`src/rtl/mu0_run_pkg.sv`:
```
// mu0_run_pkg: shared state encoding and default tick period for the MU0 run controller
package mu0_run_pkg;
  typedef enum logic [1:0] {
    ST_IDLE = 2'd0,
    ST_RUN  = 2'd1,
    ST_STEP = 2'd2,
    ST_DONE = 2'd3
  } state_t;
  localparam int unsigned MU0_DEFAULT_DIV = 32'd6318000;
endpackage

```
`src/rtl/mu0_run_ctrl_div.sv`:
```
// clk_enable_div: loadable modulo-period counter producing a terminal-count strobe; a zero period is clamped to one
module clk_enable_div #(
  parameter int          W         = 32,
  parameter int unsigned RESET_DIV = 6318000
) (
  input  logic         clk,
  input  logic         rst,
  input  logic         clear,
  input  logic         run,
  input  logic         load,
  input  logic [W-1:0] load_value,
  output logic         tc
);
  localparam logic [W-1:0] RST_PERIOD = (RESET_DIV == 0) ? W'(1) : W'(RESET_DIV);
  logic [W-1:0] period_q, period_d, count_q, count_d;
  assign tc = run & (count_q == period_q - 1'b1);
  // next period on load, counter restarts on load/clear/wrap
  always_comb begin
    period_d = load ? ((load_value == '0) ? W'(1) : load_value) : period_q;
    count_d  = (load | clear | tc) ? '0 : (run ? count_q + 1'b1 : count_q);
  end
  // period and counter registers
  always_ff @(posedge clk) begin
    if (rst) begin
      period_q <= RST_PERIOD;
      count_q  <= '0;
    end else begin
      period_q <= period_d;
      count_q  <= count_d;
    end
  end
endmodule

```
`src/rtl/mu0_run_ctrl.sv`:
```
// mu0_run_ctrl: MU0 run/step controller emitting single-cycle cpu_ce pulses; define MU0_BREAKPOINT_EN for a PC breakpoint
module mu0_run_ctrl
  import mu0_run_pkg::*;
#(
  parameter int          DIV_WIDTH   = 32,
  parameter int unsigned DEFAULT_DIV = MU0_DEFAULT_DIV,
  parameter int          CNT_WIDTH   = 16
`ifdef MU0_BREAKPOINT_EN
  ,
  parameter int          ADDR_WIDTH  = 16
`endif
) (
  input  logic                  clk,
  input  logic                  reset,
  input  logic                  start_tgl,
  input  logic                  step_req,
  input  logic                  halt_req,
  input  logic                  done,
  input  logic                  div_load,
  input  logic [DIV_WIDTH-1:0]  div_value,
  output logic                  cpu_ce,
  output logic                  enable,
  output logic                  slow_clk,
  output logic [1:0]            state,
  output logic [CNT_WIDTH-1:0]  tick_count
`ifdef MU0_BREAKPOINT_EN
  ,
  input  logic [ADDR_WIDTH-1:0] pc,
  input  logic [ADDR_WIDTH-1:0] bp_addr,
  input  logic                  bp_en,
  output logic                  bp_hit
`endif
);
  state_t               state_q, state_d;
  logic                 start_q, start_req, tc, clr, ce, bp_stop;
  logic                 slow_q, slow_d, enable_q;
  logic [CNT_WIDTH-1:0] tick_q, tick_d;
`ifdef MU0_BREAKPOINT_EN
  logic bp_q, bp_d;
  assign bp_stop = bp_en & (pc == bp_addr);
  assign bp_hit  = bp_q;
`else
  assign bp_stop = 1'b0;
`endif
  assign start_req  = start_tgl ^ start_q;
  assign cpu_ce     = ce & ~reset;
  assign enable     = enable_q;
  assign slow_clk   = slow_q;
  assign state      = state_q;
  assign tick_count = tick_q;

  clk_enable_div #(.W(DIV_WIDTH), .RESET_DIV(DEFAULT_DIV)) u_div (
    .clk       (clk),
    .rst       (reset),
    .clear     (clr),
    .run       (state_q == ST_RUN),
    .load      (div_load),
    .load_value(div_value),
    .tc        (tc)
  );

  // next state, tick pulse and counters; in RUN: done > halt > breakpoint > tick
  always_comb begin
    state_d = state_q;
    clr     = 1'b0;
    ce      = 1'b0;
`ifdef MU0_BREAKPOINT_EN
    bp_d    = bp_q & ~start_req;
`endif
    case (state_q)
      ST_IDLE: begin
        if (start_req) begin
          state_d = ST_RUN;
          clr     = 1'b1;
        end else if (step_req) state_d = ST_STEP;
      end
      ST_RUN: begin
        if (done) state_d = ST_DONE;
        else if (halt_req) state_d = ST_IDLE;
        else if (tc & bp_stop) begin
          state_d = ST_IDLE;
`ifdef MU0_BREAKPOINT_EN
          bp_d    = 1'b1;
`endif
        end else ce = tc & ~div_load;
      end
      ST_STEP: begin
        ce      = 1'b1;
        state_d = ST_IDLE;
      end
      default: begin
        if (start_req) begin
          state_d = ST_RUN;
          clr     = 1'b1;
        end
      end
    endcase
    tick_d = clr ? '0 : (ce ? tick_q + 1'b1 : tick_q);
    slow_d = slow_q ^ ce;
  end

  // state, start-edge copy and status registers
  always_ff @(posedge clk) begin
    if (reset) begin
      state_q  <= ST_IDLE;
      start_q  <= start_tgl;
      slow_q   <= 1'b0;
      enable_q <= 1'b0;
      tick_q   <= '0;
    end else begin
      state_q  <= state_d;
      start_q  <= start_tgl;
      slow_q   <= slow_d;
      enable_q <= (state_d == ST_RUN);
      tick_q   <= tick_d;
    end
  end

`ifdef MU0_BREAKPOINT_EN
  // sticky breakpoint flag
  always_ff @(posedge clk) begin
    if (reset) bp_q <= 1'b0;
    else bp_q <= bp_d;
  end
`endif
endmodule

```
`config.mk`:
```
export PLATFORM = sky130hd
export DESIGN_NAME = mu0_run_ctrl
export DESIGN_NICKNAME = d
export VERILOG_FILES = /design/src/rtl/mu0_run_pkg.sv /design/src/rtl/mu0_run_ctrl_div.sv /design/src/rtl/mu0_run_ctrl.sv
export SDC_FILE = /design/constraint.sdc
export NUM_CORES = 1
export LEC_CHECK = 0
export CAP_MARGIN = 20
export CORE_ASPECT_RATIO = 0.6
export CORE_MARGIN = 2
export CORE_UTILIZATION = 28
export DETAILED_ROUTE_END_ITERATION = 10
export HOLD_SLACK_MARGIN = 0.1
export MAX_ROUTING_LAYER = met4
export SLEW_MARGIN = 15
export SYNTH_ARGS = -nofsm -noshare
export SYNTH_HDL_FRONTEND = slang
export SYNTH_SLANG_ARGS = --single-unit
export TNS_END_PERCENT = 30
```
`constraint.sdc`:
```
create_clock -name clk -period 4 [get_ports clk]
set_input_delay 0.8 -clock clk [delete_from_list [all_inputs] [get_ports clk]]
set_output_delay 0.8 -clock clk [all_outputs]
set_load 0.1 [all_outputs]
```
# Word level (Yosys, flattened, before mapping)

Cells that the tools add are included.

Add/subtract/negate cells: 3
Multipliers: 0
Div/mod/pow operators: 0
Order comparisons: 0
Equal/unequal tests: 4
Shifts and indexed selects: 0
Multiplexer cells: 12
Bitwise gates (word level): 9
Reduce and logical (&&, ||, !) cells: 5

Operator list:

| operator                                           | number |
|---|---|
| adder 32 x 1 -> 32 bit, second input constant      | 1 |
| == test 32 bit                                     | 1 |
| zero test 32 bit                                   | 1 |
| 2-to-1 mux 32 bit                                  | 1 |
| subtractor 32 x 1 -> 32 bit, second input constant | 1 |
| adder 16 x 1 -> 16 bit, second input constant      | 1 |
| 2-to-1 mux 2 bit                                   | 5 |
| case mux 2 bit (3 select lines)                    | 1 |
| OR reduction 2 bit                                 | 3 |
| == test 2 x 1 -> 1 bit, second input constant      | 2 |
| 2-to-1 mux 1 bit                                   | 4 |
| bitwise AND 1 bit                                  | 3 |
| == test 2 bit, second input constant               | 1 |
| zero test 2 bit                                    | 1 |
| NOT 1 bit                                          | 2 |
| bitwise OR 1 bit                                   | 2 |
| case mux 1 bit (2 select lines)                    | 1 |
| XOR 1 bit                                          | 2 |

Register bits: 85
Bits in latches: 0
Memory bits (writable): 0
ROM bits: 0
Bits of input ports: 39
Output and inout port bits: 21
Logic and storage cells: 40
Memories kept: 0

# Depth between registers and ports, before layout

Depth after elaboration: 8
Depth in mapped cells: 13

# Hierarchy

From an unflattened synthesis, not the netlist that was laid out.

Cell total of the unflattened synthesis: 562
Area total of the unflattened synthesis: 4845.9 um^2

By module, submodules not included:

| module         | times used | cells each | area each (um^2) | sequential area each (um^2) |
|---|---|---|---|---|
| clk_enable_div | 1          | 438        | 3756.1           | 1281.2 |
| mu0_run_ctrl   | 1          | 124        | 1089.8           | 420.4 |

# Least setup slack after synthesis

Ideal clock, no wire load.

Kind: reg2out
Start: register u_div.period_q[0]
End: output port cpu_ce
Arrival: 4673 ps
Required time: 3200 ps
Setup slack: -1473 ps
Stages on the path, launching flop included: 13
Cell sequence: dfxtp_1 -> inv_1 -> ha_1 -> or3b_2 -> or4b_4 -> or4_1 -> a21oi_1 -> o22ai_1 -> or4_4 -> o31a_1 -> buf_6 -> clkbuf_1 -> nor2_1

Longest elaborated chain between the ends: 8

Ends and longest elaborated chain:

| what                            | RTL line               | source |
|---|---|---|
| from (decl)                     | mu0_run_ctrl_div.sv:15 | `logic [W-1:0] period_q, period_d, count_q, count_d;` |
| from (signal assigned)          | mu0_run_ctrl_div.sv:28 | `period_q <= period_d;` |
| subtractor 32 x 1 -> 32 bit     | mu0_run_ctrl_div.sv:16 | `assign tc = run & (count_q == period_q - 1'b1);` |
| == test 32 bit                  | mu0_run_ctrl_div.sv:16 |  |
| bitwise AND 1 bit               | mu0_run_ctrl_div.sv:16 |  |
| bitwise AND 1 bit               | mu0_run_ctrl.sv:85     | `end else ce = tc & ~div_load;` |
| 2-to-1 mux 1 bit                | mu0_run_ctrl.sv:79     | `else if (halt_req) state_d = ST_IDLE;` |
| 2-to-1 mux 1 bit                | mu0_run_ctrl.sv:78     | `if (done) state_d = ST_DONE;` |
| case mux 1 bit (2 select lines) | mu0_run_ctrl.sv:70     | `case (state_q)` |
| bitwise AND 1 bit               | mu0_run_ctrl.sv:46     | `assign cpu_ce = ce & ~reset;` |
| to (decl)                       | mu0_run_ctrl.sv:21     | `output logic cpu_ce,` |

No other way between the ends.

# Worst setup path in the final report

Start: register u_div.period_q[1]
End: output port cpu_ce

The elaborated chain is that of the path after synthesis.

==> impl_metrics.tcl <==
set metrics [dict create \
    whs_ps 493 \
    rsz0062_at_grt "yes" \
    rows 37 \
    areaGrowthSynthToFinish_pct 27.8 \
    worstPathMaxFanout 3 \
    multiInputGateArea_mm2 0.00303 \
    synth_seq_cells 85 \
    p_seq_share_pct 42.9 \
    clk_path_buf_depth 2 \
    synthTopCellsByCount "nor2_1, dfxtp_1, nand2_1, xnor2_1, mux2i_1" \
    grt_first_pass_wirelength_mm 21.3 \
    wl_per_cell_um 14.3 \
    die_h_um 107 \
    violations "setup timing" \
    worst_pin_slew_ps 998 \
    synthArstFlopShare_pct 0 \
    synth_largest_area_cell "dfxtp_1" \
    register_area_mm2 0.00170 \
    numCtsBuffers 9 \
    skew_ps 5.70 \
    hold_buffers 0 \
    grt_pass1_vias 4075 \
    maxSlewHeadroom_pct 33.3 \
    clk_pin_slew_ps 70 \
    drc_errors 0 \
    p_sw_w 0.000592 \
    postRouteAntennaNets 0 \
    syn-cell-area_mm2 0.00491 \
    drt_iter0_drc 414 \
    fmax_ghz 0.236 \
    start_util_pct 28.6 \
    vias 4558 \
    synth-edff-count 0 \
    dieWidth_um 175 \
    nets 729 \
    synthesis.nets 654 \
    synth.most_common_cell "nor2_1" \
    dp_hpwl_mm 9.92 \
    dpl_worst_slack_ps 14.0 \
    grt_start_max_net_pins 35 \
    status "finished with violations" \
    worst_slack_ps -244 \
    setup_viol 1 \
    diodes 0 \
    yosysWarnings 0 \
    ir_drop_v 0.000216 \
    synth_cells 608 \
    hold_viol_final 0 \
    gp_congestion 0.878 \
    power_leakage_nw 2.13 \
    utilization_pct 36.5 \
    clk_latency_ps 350 \
    finalCritPeriodShare_pct 106 \
    arrival_ps 3440 \
    period_needed_ps 4240 \
    worstPathRequired_ps 3200 \
    antenna_found_initial 0 \
    power_density_mw_per_mm2 335 \
    yosysSeqAreaShare_pct 34.6 \
    cts-root-buf "clkbuf_16" \
    syn_avg_cell_area_um2 8.08 \
    internal-power_w 0.00151 \
    gr-total-overflow 0 \
    vias_per_cell 4.94 \
    p_clk_share_pct 40.2 \
    pwr-share-comb_pct 16.9 \
    drv_cap 0 \
    grt_usage_pct 14.9 \
    ys.flop_type "dfxtp_1" \
    cts_tree "built" \
    fillers 1728 \
    routed_wl_mm 13.2 \
    h-tree-depth 3 \
    first_pass_iters 4 \
    power_w 0.00211 \
    synth_cell_types 57 \
    setup.worst_path.start_class "register" \
    io_pins 60 \
    die_area_mm2 0.0186 \
    port_buffers 59 \
    yosysTopAreaCellShare_pct 34.6 \
    cts_sinks 85 \
    crit_path_end_kind "primary output" \
    path_class "register to primary output" \
    core_area_mm2 0.0172 \
    worstHoldPathType "register to register" \
    p_sw_share_pct 28.1 \
    synth.area.top_cells "dfxtp_1, xnor2_1, nor2_1" \
    drive_above_1_share_pct 11.5 \
    slew_viol_final 0 \
]
-- worst max-delay path, stage by stage (launching register included) --
cell	delay [ps]
dfxtp_2	330
inv_2	60
ha_4	130
or3b_4	370
or4b_4	530
or4_4	430
a21oi_2	150
o22ai_1	70
or4_4	420
o31a_1	290
nor2_4	120
buf_12	180
-- routing by layer --
metal  vias to the layer above  routed length (µm)  GRT usage, %  part of all wire [%]
li1                       2310                   -             -                     -
met1                      2119                7170          22.0                    54
met2                       113                4970          19.6                    38
met3                        16                 810          3.55                   6.2
met4                         0                 208          4.35                   1.6
met5                         -                   0             -                     0
-- metrics by stage --
stage                     TNS (ps)  cells  instance area (µm²)
after global placement           0    902                 5930
after global routing          -375    922                 6280
after floorplan               -389    608                 4950
final                         -244    922                 6280
after detailed placement         0    902                 5930
after CTS                     -306    920                 6260
-- layout make-up --
type	instances	share of cell area [%]
timing repair buffer	98	14.2
clock buffer	9	3.59
tap	234	4.66
clock inverter	7	1.16
inverter	16	0.957
multi-input combinational	473	48.3
sequential	85	27.1
-- cells by family (layout without fill, tap and decap cells) --
kind of cell             count (synthesis)  after routing  synth area share [%]
XOR/XNOR                                67             67                  11.9
AND/OR/NAND/NOR                        281            281                  29.5
adder cells (fa/ha/maj)                  7              7                  1.78
AO/OA/AOI/OAI                           83             83                  10.7
buffers and inverters                   50            130                  4.33
multiplexers                            35             35                  7.13
flip-flops                              85             85                  34.6
-- repair_timing --
item,4_1_cts,5_1_grt
gates resized for setup,3,1
pin swaps,5,3
buffers inserted,2,2
setup endpoints to repair,1,6
-- placed cells by master, fill, tap and decap left out, types with 4 or more instances in the layout --
master           netlist  routed
nor2_1                96      95
dfxtp_1               85      83
clkdlybuf4s50_1        0      57
nand2_1               47      47
xnor2_1               43      43
buf_4                  0      39
mux2i_1               35      35
xor2_1                24      24
a21oi_1               25      24
nor4_1                19      19
nand3_1               19      19
o21ai_0               18      18
nand4_1               17      17
or3_1                 15      15
inv_1                 16      14
nor3_1                13      13
or4_1                 13      10
o31ai_1                9       9
clkbuf_16              0       9
nand2b_1               8       8
and3_1                 6       6
ha_1                   7       6
or4_4                  2       5
a31oi_1                5       5
nand3b_1               4       4
-- power by group through the flow --
stage	sequential, W	combinational [W]	clock, W
2_1_floorplan	0.000955	0.000187	0
3_3_place_gp	0.000921	0.000352	0
3_5_place_dp	0.000921	0.000351	0
6_report	0.000903	0.000355	0.000847
5_1_grt	0.000905	0.000386	0.000905
4_1_cts	0.000902	0.000354	0.000870
-- final timing paths --
path / from / to / slack (ps) / depth (start not counted)
hold / removal: tick_count[6] / tick_count[6] / 490 / 2
hold reg to reg: tick_count[6] / tick_count[6] / 490 / 2
setup reg to reg: u_div.period_q[1] / tick_count[10] / 230 / 12
setup / recovery: u_div.period_q[1] / cpu_ce / -240 / 11
-- sequential cells by signal, indices dropped and copies added (netlist names) --
signal / flops
slow_clk: 1
start_q: 1
enable: 1
state: 2
u_div.count_q: 32
tick_count: 16
u_div.period_q: 32
(Power assumes the default switching activity.)
